==> src/rtl/plantard_pkg.sv <==
// Shared Plantard constants plus the bp = b * Q^-1 mod 2^(2L) precomputation
// used by whoever feeds plantard_mul_pipe.
package plantard_pkg;

  localparam int DEF_DATA_W = 12;
  localparam int DEF_L      = 13;
  localparam int DEF_Q      = 3329;
  localparam int N_STAGES   = 4;

  typedef logic [63:0] wide_t;

  // q*q == 1 mod 8 for odd q, and every Newton step doubles the number of correct bits.
  function automatic wide_t qinv_pow2(input wide_t q, input int unsigned bits);
    wide_t x;
    wide_t mask;
    mask = (wide_t'(1) << bits) - wide_t'(1);
    x    = q;
    for (int i = 0; i < 6; i++) begin
      x = (x * (wide_t'(2) - q * x)) & mask;
    end
    return x;
  endfunction

  function automatic wide_t bp_from_b(input wide_t b, input wide_t q, input int unsigned l);
    wide_t mask;
    mask = (wide_t'(1) << (2 * l)) - wide_t'(1);
    return (b * qinv_pow2(q, 2 * l)) & mask;
  endfunction

endpackage

==> src/rtl/plantard_lane.sv <==
// One lane of the Plantard multiplier: four registered datapath stages sharing
// a single advance enable. Valids and tags live in the parent.
module plantard_lane
  import plantard_pkg::*;
#(
  parameter int DATA_W = DEF_DATA_W,
  parameter int L      = DEF_L,
  parameter int Q      = DEF_Q
) (
  input  logic              clk,
  input  logic              rst,
  input  logic              en,
  input  logic [DATA_W-1:0] a,
  input  logic [2*L-1:0]    bp,
  output logic [DATA_W-1:0] c
);

  localparam int PW = DATA_W + L;
  localparam logic [PW-1:0]   Q_M = PW'(Q);
  localparam logic [PW:0]     Q_S = (PW + 1)'(Q);
  localparam logic [DATA_W:0] Q_C = (DATA_W + 1)'(Q);

  logic [PW-1:0] p_lo, p_hi;
  logic [L-1:0]  t;
  logic [PW-1:0] m;

  logic [PW-1:0]     p_lo_d, p_hi_d;
  logic [2*L-1:0]    sum_t;
  logic [PW-1:0]     m_d;
  logic [PW:0]       sum_s;
  logic [DATA_W:0]   s_full;
  logic [DATA_W-1:0] c_d;

  always_comb begin
    p_lo_d = PW'(a) * PW'(bp[L-1:0]);
    p_hi_d = PW'(a) * PW'(bp[2*L-1:L]);
    // Only the low L bits of p_hi survive the mod 2^(2L) after shifting up by L.
    sum_t  = {p_hi[L-1:0], {L{1'b0}}} + (2 * L)'(p_lo);
    m_d    = PW'(t) * Q_M;
    sum_s  = {1'b0, m} + Q_S;
    s_full = sum_s[PW:L];
    c_d    = (s_full == Q_C) ? '0 : s_full[DATA_W-1:0];
  end

  logic unused_bits;
  assign unused_bits = ^{p_hi[PW-1:L], sum_t[L-1:0], sum_s[L-1:0]};

  always_ff @(posedge clk or posedge rst) begin
    if (rst) begin
      p_lo <= '0;
      p_hi <= '0;
      t    <= '0;
      m    <= '0;
      c    <= '0;
    end else if (en) begin
      p_lo <= p_lo_d;
      p_hi <= p_hi_d;
      t    <= sum_t[2*L-1:L];
      m    <= m_d;
      c    <= c_d;
    end
  end

endmodule

==> src/rtl/plantard_mul_pipe.sv <==
// Four-stage Plantard modular multiplier, LANES wide, with a single
// valid/ready handshake, a sideband tag and a synchronous flush.
module plantard_mul_pipe
  import plantard_pkg::*;
#(
  parameter int DATA_W = DEF_DATA_W,
  parameter int L      = DATA_W + 1,
  parameter int Q      = DEF_Q,
  parameter int LANES  = 1,
  parameter int TAG_W  = 8
) (
  input  logic                    clk,
  input  logic                    rst,
  input  logic                    in_valid,
  output logic                    in_ready,
  input  logic [LANES*DATA_W-1:0] a_in,
  input  logic [LANES*2*L-1:0]    bp_in,
  input  logic [TAG_W-1:0]        tag_in,
  input  logic                    flush,
  output logic                    out_valid,
  input  logic                    out_ready,
  output logic [LANES*DATA_W-1:0] c_out,
  output logic [TAG_W-1:0]        tag_out
);

  logic                             en;
  logic                             data_en;
  logic [N_STAGES-1:0]              vld;
  logic [N_STAGES-1:0][TAG_W-1:0]   tag_q;

  assign out_valid = vld[N_STAGES-1];
  assign tag_out   = tag_q[N_STAGES-1];
  assign en        = !out_valid || out_ready;
  assign in_ready  = en;
  // A flush only kills the valids; data and tag registers keep their contents.
  assign data_en   = en && !flush;

  always_ff @(posedge clk or posedge rst) begin
    if (rst) begin
      vld <= '0;
    end else if (flush) begin
      vld <= '0;
    end else if (en) begin
      vld <= {vld[N_STAGES-2:0], in_valid};
    end
  end

  always_ff @(posedge clk or posedge rst) begin
    if (rst) begin
      tag_q <= '0;
    end else if (data_en) begin
      tag_q <= {tag_q[N_STAGES-2:0], tag_in};
    end
  end

  for (genvar g = 0; g < LANES; g++) begin : g_lane
    plantard_lane #(
      .DATA_W(DATA_W),
      .L     (L),
      .Q     (Q)
    ) u_lane (
      .clk(clk),
      .rst(rst),
      .en (data_en),
      .a  (a_in[g*DATA_W +: DATA_W]),
      .bp (bp_in[g*2*L +: 2*L]),
      .c  (c_out[g*DATA_W +: DATA_W])
    );
  end

endmodule
==> config.mk <==
export PLATFORM = sky130hd
export DESIGN_NAME = plantard_mul_pipe
export DESIGN_NICKNAME = d
export VERILOG_FILES = /design/src/rtl/plantard_pkg.sv /design/src/rtl/plantard_lane.sv /design/src/rtl/plantard_mul_pipe.sv
export SDC_FILE = /design/constraint.sdc
export NUM_CORES = 1
export LEC_CHECK = 0
export CORE_MARGIN = 3
export CORE_UTILIZATION = 42
export DETAILED_ROUTE_END_ITERATION = 6
export PLACE_DENSITY = 0.6
export SYNTH_ARGS = -nofsm -noshare
export SYNTH_HDL_FRONTEND = slang
export SYNTH_HIERARCHICAL = 1
export SYNTH_SLANG_ARGS = --single-unit
==> constraint.sdc <==
create_clock -name clk -period 13.72 [get_ports clk]
set_input_delay 1.372 -clock clk [delete_from_list [all_inputs] [get_ports clk]]
set_output_delay 1.372 -clock clk [all_outputs]
set_load 0.01 [all_outputs]
### After elaboration in Yosys (flattened, before gate mapping)

Index checks and enable logic that the tools add are counted.

| word-level totals | value |
|---|---|
| register bits | 124 |

| operators by class | value |
|---|---|
| add/sub/neg operators | 2 |
| multiply operators | 3 |
| equal/unequal tests | 1 |
| mux-type cells | 3 |
| reductions and logical operators | 5 |

Operators by type and width:

| operator | count |
|---|---|
| $add A25 B12 Y26 const B | 1 |
| $add A26 B25 Y26 | 1 |
| $mul A12 B13 Y25 | 1 |
| $mul A13 B12 Y25 const B | 1 |
| $eq A13 B12 Y1 const B | 1 |
| $mul A12 B13 Y13 | 1 |
| $mux W12 | 1 |
| $mux W4 | 2 |
| $logic_not A1 Y1 | 2 |
| $reduce_bool A2 Y1 | 1 |
| $logic_and A1 B1 Y1 | 1 |
| $logic_or A1 B1 Y1 | 1 |

### Logic depth before layout (Yosys ltp)

Gate-level depths: netlist (run 1).

| logic depth | value |
|---|---|
| depth after elaboration | 4 |
| depth in mapped cells | 21 |
| depth with buffers taken out | 20 |

### Hierarchy

The synthesis (run 1) kept the hierarchy.

By module, submodules not included:

| module | times used | cells an instance | area each (µm²) | sequential area each (µm²) |
|---|---|---|---|---|
| plantard_lane | 1 | 1357 | 12335.6 | 1876.8 |
| plantard_mul_pipe | 1 | 92 | 1591.5 | 900.9 |

### Worst setup path after synthesis (run 1)

Ideal clock, no wire load.

| path | value |
|---|---|
| kind | input -> register |
| from | input port a_in[6] |
| to | register g_lane[0].u_lane.p_lo[23] |
| library setup time | 0.120 ns |
| data arrival time | 6.414 ns |
| data required time | 13.600 ns |
| setup slack | 7.186 ns |
| stages | 19 |
| path buffers | 2 |
| cells stage by stage | clkbuf_1 clkbuf_1 nand2_1 fa_1 inv_1 fa_1 fa_1 fa_1 inv_1 fa_1 inv_1 ha_1 a211o_1 a21oi_1 a211oi_2 o211ai_2 a31oi_1 or3_1 a31o_1 |

| on the way | value |
|---|---|
| word-level cells in the longest chain between the ends | 1 |

Ends and longest elaborated chain:

| element | RTL line | text |
|---|---|---|
| start: declaration | plantard_mul_pipe.sv:16 | `input logic [LANES*DATA_W-1:0] a_in,` |
| $mul A12 B13 Y25 | plantard_lane.sv:35 | `p_lo_d = PW'(a) * PW'(bp[L-1:0]);` |
| end signal: assignment | plantard_lane.sv:56 | `p_lo <= p_lo_d;` |
| end: declaration | plantard_lane.sv:23 | `logic [PW-1:0] p_lo, p_hi;` |

Every way passes these cells.
A chain may end at the register's enable or synchronous reset.

### Worst setup path after layout (run 1)

| path | value |
|---|---|
| from | input port a_in[4] |
| to | register g_lane[0].u_lane.p_lo[23] |

The elaborated chain is that of the path after synthesis.

==> qor.yml, run 1 <==
logic_synthesis:
  synth_compound_area_share_pct: 5.62
  avgSynthCellArea_sq_um: 9.61
  synth_top_area_share_pct: 24.4
  yosysMostFrequentCell: "inv_1"
  yosys_warnings: 6
  synth_fp_nets: 1845
  synth_cell_types: 70
  syn_area_sq_um: 13900
  yosysSeqAreaShare_pct: 19.9
  synthAdderAreaFrac_pct: 40.2
  synth_xor_xnor_area_share_pct: 4.09
  synth-edff-count: 0
  synthMuxAreaShare_pct: 6.62
  synthTopCellsByCount: "inv_1, nand2_1, ha_1"
  synth-simple-area-share_pct: 13.5
  synthFlopType: "dfrtp_1"
  syn_inst: 1449
  async_flop_share_pct: 100
  synth_top_family_by_area: "adder cells"
  yosysTopAreaCell: "fa_1"
  ys_seq_elements: 111
  yosys-top-cells-area: "fa_1, dfrtp_1, ha_1"
floorplanning:
  coreArea_sq_um: 32600
  io_pins: 73
  dieWidth_microns: 188
  die_h_microns: 188
  initial_core_util_pct: 42.7
  die_area_sq_um: 35400
  row_count: 66
power_and_ir_drop:
  power_density_nw_per_um2: 266
  seq_power_share_pct: 14.4
  p_clk_share_pct: 6.8
  p_sw_share_pct: 46.9
  p_sw_w: 0.00190
  max-vdd-ir-drop_uv: 184
  intPower_w: 0.00215
  power_frac_comb_pct: 78.7
  p_leak_nw: 7.68
global_routing:
  grt_max_degree: 80
  overflow: 0
  grt_use_total_pct: 16.7
  grt_pass1_wl_microns: 48900
  antenna_found_initial: 0
  first_global_vias: 10000
sta:
  drv_slew: 0
  fin_crit_ns: 7.09
  clock_skew_ns: 0.0138
  fmax_mhz: 141
  rsz0062_at_grt: "no"
  setup_viol: 0
  slew-limit-headroom_pct: 36.2
  finalSetupTns_ns: 0
  worstMarginPinSlew_ns: 0.953
  period_share_pct: 51.7
  hold_violations: 0
  whs_ns: 0.491
drt:
  ant_nets: 0
  routed_wl_microns: 27900
  via_per_inst: 4.87
  wl_per_cell_microns: 14.5
  drc: 0
  drt-initial-drc-count: 383
  num_vias: 9346
  drt_pre_antenna_iters: 5
cts:
  htree_levels: 3
  clkTransAtPathRegs_ns: 0.08
  cts_tree: "yes"
  ctsRootBufferMaster: "clkbuf_16"
  cts_setup_buffers: 0
  cts_buffers: 9
  hold_buffers: 0
  cts.sinks: 111
  ctsLongestPathBuffers: 2
  clk_latency_ns: 0.36
  cts_resized: 0
run:
  drv_cap: 0
finish:
  antenna_cells: 0
  drive_gt1_share_pct: 6.83
  n_fill_cell: 3102
  fin_nets: 1870
  area_delta_synth_final_pct: 9.42
worst_setup_path:
  crit_fanout: 22
  criticalPathCategory: "in2reg"
  setup.worst_path.start_class: "primary input"
  crit_path_end_kind: "register"
  worstPathArrival_ns: 7.34
  required_ns: 13.97
worst_hold_path:
  hold_class: "reg2reg"
placement:
  port_buffers: 72
  place.gp.congestion: 0.814
  hpwl_microns: 22100
status:
  status: "finished, final reports clean"
-- cell families after synthesis --
family	Yosys count
AND/OR/NAND/NOR	390
buffers and inverters	349
adder cells (fa/ha/maj)	345
AO/OA/AOI/OAI	116
flip-flops	111
multiplexers	73
XOR/XNOR	65
-- power by group through the flow --
stage	sequential (W)	combinational, W	clock (W)
2_1_floorplan	0.000557	0.00257	0
3_3_place_gp	0.000591	0.00315	0
3_5_place_dp	0.000595	0.00320	0
4_1_cts	0.000589	0.00325	0.000289
5_1_grt	0.000603	0.00374	0.000300
6_report	0.000585	0.00319	0.000277
-- registers in the layout, indices dropped and copies added (netlist names) --
register / flops
g_lane.u_lane/c: 12
g_lane.u_lane/m: 25
g_lane.u_lane/p_hi: 13
g_lane.u_lane/p_lo: 12
g_lane.u_lane/t: 13
tag_out: 8
tag_q: 24
vld: 4
-- cells in the final DEF (no fill, tap or decap), types with 8 or more instances in the layout --
master	n
nand3_1	16
nand2_1	192
or3_1	8
xnor2_1	47
fa_1	170
nor2_1	44
and2_1	77
nor2b_1	8
clkdlybuf4s50_1	72
a21o_1	9
ha_1	175
xor2_1	18
mux2_4	29
a21oi_1	35
dfrtp_1	111
mux2_2	37
a211oi_1	11
o21ai_0	16
inv_1	283
clkbuf_16	9
nor3_1	14
-- per-layer routing --
| layer | GRT usage [%] | share of wire [%] | wire (microns) |
|---|---|---|---|
| met1 | 22.3 | 46 | 12900 |
| met2 | 29.2 | 48 | 13500 |
| met3 | 2.02 | 3.7 | 1020 |
| met4 | 4.10 | 1.9 | 528 |
| met5 | 0 | 0 | 0 |
-- worst max-delay path, cell delays in order --
cell and delay (ns):
clkdlybuf4s50_1 1.10, nand2_1 0.21, fa_1 0.54, fa_1 0.39, inv_1 0.09, fa_1 0.41, fa_1 0.49, inv_1 0.05
fa_1 0.52, inv_1 0.04, ha_1 0.30, nand3_1 0.15, o211ai_1 0.31, o211ai_1 0.21, a211oi_2 0.38, o211ai_2 0.17
a31oi_1 0.28, o21ai_1 0.09, a31o_1 0.21
-- layout make-up --
cell class,instances,area (sq um),share of cell area (%)
tap,442,553,3.63
timing repair buffer,79,773,5.07
sequential,111,2780,18.2
multi-input combinational,989,9740,63.9
inverter,284,1070,7.00
clock buffer,9,225,1.48
clock inverter,7,98.8,0.649
-- worst paths after layout --
path / from / endpoint / slack, ns / cells after the start
max: a_in[4] / g_lane[0].u_lane/p_lo[23] / 6.63 / 19
min: g_lane[0].u_lane/p_hi[8] / g_lane[0].u_lane/p_hi[8] / 0.49 / 1
max reg2reg: g_lane[0].u_lane/t[1] / g_lane[0].u_lane/m[24] / 9.01 / 18
min reg2reg: g_lane[0].u_lane/p_hi[8] / g_lane[0].u_lane/p_hi[8] / 0.49 / 1
max in group asynchronous: rst / g_lane[0].u_lane/t[12] / 11.45 / 3
min in group asynchronous: rst / tag_q[1] / 1.46 / 3
-- through the flow --
step                      std cells  instance area, sq um  util, %  setup slack, ns  power (W)
final                          1921                 15200     46.7             6.63    0.00405
after CTS                      1921                 15200     46.7             6.69    0.00412
after floorplan                1449                 13900        -             7.19    0.00313
after global routing           1921                 15200     46.7             6.27    0.00464
after global placement         1905                 14900     45.7             6.43    0.00374
after detailed placement       1905                 14900     45.7             6.28    0.00379
No activity file was read; power rests on OpenSTA's default activity.
==> run 2, diff against run 1 <==
Clock period 13.72 ns to 7.05 ns, I/O delays scaled along.
==> qor.yml, run 2 (synthesis results as in run 1) <==
status:
  status: "finished, final reports clean"
worst_setup_path:
  criticalPathCategory: "in2reg"
  worstPathArrival_ns: 6.36  # -0.98 ns
  ff2ff_path_depth: 18  # unchanged
  crit_path_end_kind: "register"
  r2r-end: "g_lane[0].u_lane/m[24]"
  r2r_start: "g_lane[0].u_lane/t[1]"
  required_ns: 7.30  # -6.67 ns
  crit_fanout: 12  # -45%
  r2r_slack_ns: 2.34  # -6.67 ns
  setup.worst_path.start_class: "primary input"
drt:
  num_vias: 9366  # +0.21%
  routed_wl_microns: 27800  # -0.51%
  drt_pre_antenna_iters: 5  # unchanged
  drt-initial-drc-count: 365  # -4.7%
  drc: 0  # unchanged
  met2_length_microns: 13300  # -1.4%
  met1Wirelength_microns: 12900  # -0.15%
  via_per_inst: 4.84  # -0.51%
  wl_per_cell_microns: 14.4  # -1.2%
  top_layer_used: "met4"
  ant_nets: 0  # unchanged
  dr_wl_met3_microns: 905  # -11%
global_routing:
  grt_use_total_pct: 16.8  # +0.043 points
  grt_max_degree: 76  # -5.0%
  grt_pass1_wl_microns: 49300  # +0.76%
  antenna_found_initial: 0  # unchanged
  overflow: 0  # unchanged
  first_global_vias: 10100  # +0.90%
power_and_ir_drop:
  p_leak_nw: 7.75  # +0.89%
  power_density_nw_per_um2: 513  # +93%
  power_w: 0.00786  # +94%
  max-vdd-ir-drop_uv: 367  # +99%
placement:
  hpwl_microns: 22900  # +3.3%
  place.gp.congestion: 0.831  # +2.1%
  place_area_sq_um: 15000  # +0.70%
  port_buffers: 72  # unchanged
floorplanning:
  io_pins: 73  # unchanged
  row_count: 66  # unchanged
  die_h_microns: 188  # unchanged
  dieWidth_microns: 188  # unchanged
  initial_core_util_pct: 42.7  # unchanged
  coreArea_sq_um: 32600  # unchanged
  die_area_sq_um: 35400  # unchanged
sta:
  fmax_mhz: 163
  fin_crit_ns: 6.12
  hold_violations: 0  # unchanged
  whs_ns: 0.489  # -0.00178 ns
  worstMarginPinSlew_ns: 0.950  # -0.00328 ns
  finalSetupTns_ns: 0  # unchanged
  drv_slew: 0  # unchanged
  setup_viol: 0  # unchanged
  clock_skew_ns: 0.00597  # -0.00779 ns
  slew-limit-headroom_pct: 36.7  # +0.42 points
  rsz0062_at_grt: "no"
  period_share_pct: 86.8
finish:
  largest_reg_flops: 25  # unchanged
  regMostFlops: "g_lane.u_lane/m"
  antenna_cells: 0  # unchanged
  reg_top3: "g_lane.u_lane/m: 25 flops, tag_q: 24 flops"
  seq_area_sq_um: 2780  # unchanged
  multi_input_area_sq_um: 9740  # unchanged
  drive_gt1_share_pct: 7.70  # +0.87 points
  finalInstanceArea_sq_um: 15300  # +0.62%
  n_fill_cell: 3100  # -0.064%
  fin_nets: 1884  # +0.75%
  layout_commonest_cell: "inv_1"
  area_delta_synth_final_pct: 10.1
  mostFrequentLayoutCells: "inv_1, nand2_1, ha_1"
worst_hold_path:
  hold_class: "reg2reg"
  hp-start: "g_lane[0].u_lane/p_hi[8]"
  hold-path-endpoint: "g_lane[0].u_lane/p_hi[8]"
  holdPathStages: 1  # unchanged
cts:
  clkTransAtPathRegs_ns: 0.07  # about the same
  htree_levels: 3  # unchanged
  cts.sinks: 111  # unchanged
  cts_resized: 0  # unchanged
  cts_buffers: 9  # unchanged
  cts_tree: "yes"
  clk_latency_ns: 0.35  # about the same
  ctsRootBufferMaster: "clkbuf_16"
  hold_buffers: 0  # unchanged
  cts_setup_buffers: 0  # unchanged
  ctsLongestPathBuffers: 2  # unchanged
run:
  drv_cap: 0  # unchanged
## run 2: cell types whose count changed in the layout (fill, tap and decap cells not counted), sizes merged
| cell | change |
|---|---|
| clkinvlp | -1 |
| buf | +14 |
| inv | +1 |
## run 2: power breakdown
group | internal (W) | switching, W
logic | 0.00298 | 0.00322
clock network | 0.000284 | 0.000246
registers | 0.000922 | 0.000211
## run 2: final cells by class
type | instances | share of cell area, %
clock inverter | 7 | 0.579
timing repair buffer | 93 | 5.73
inverter | 284 | 6.95
multi-input combinational | 989 | 63.5
clock buffer | 9 | 1.47
sequential | 111 | 18.1
tap | 442 | 3.61
## run 2: through the flow
step / util (%) / setup WS, ns / cells
2_1_floorplan: - / 1.18 / 1449
3_3_place_gp: 46.0 / 0.647 / 1919
3_5_place_dp: 46.0 / 0.587 / 1919
4_1_cts: 47.0 / 0.961 / 1935
5_1_grt: 47.0 / 0.615 / 1935
6_report: 47.0 / 0.930 / 1935
## run 2: layer usage
layer  track usage [%]  vias to the layer above
li1                  -                     4602
met1              22.6                     4535
met2              28.9                      195
met3              1.53                       34
met4              5.14                        0
met5                 0                        -
## run 2: worst max path at each step
stage / cells after the start / startpoint / to / slack [ns]
finish: 18 / a_in[5] / g_lane[0].u_lane/p_lo[23] / 0.93
global route: 18 / bp_in[7] / g_lane[0].u_lane/p_lo[23] / 0.61
CTS: 18 / bp_in[7] / g_lane[0].u_lane/p_lo[23] / 0.96
detailed placement: 18 / bp_in[7] / g_lane[0].u_lane/p_lo[23] / 0.59
global placement: 18 / a_in[5] / g_lane[0].u_lane/p_lo[23] / 0.65
floorplan: 19 / a_in[6] / g_lane[0].u_lane/p_lo[23] / 1.18
## run 2: critical path: stages
cell and delay [ns]:
clkdlybuf4s50_1 0.71, buf_4 0.27, and2_1 0.16, fa_1 0.43, fa_1 0.51, inv_1 0.05, fa_1 0.55, fa_1 0.44
fa_1 0.55, inv_1 0.04, ha_1 0.34, a21o_1 0.17, a21o_1 0.17, or3_1 0.34, o211ai_2 0.22, a31oi_1 0.15
or3_1 0.34, a31o_1 0.21
==> run 3, diff against run 2 <==
Settings changed: SLEW_MARGIN set to 10.
==> results of run 3 <==
The final DEF is identical to that of run 2; final timing and power are the same.
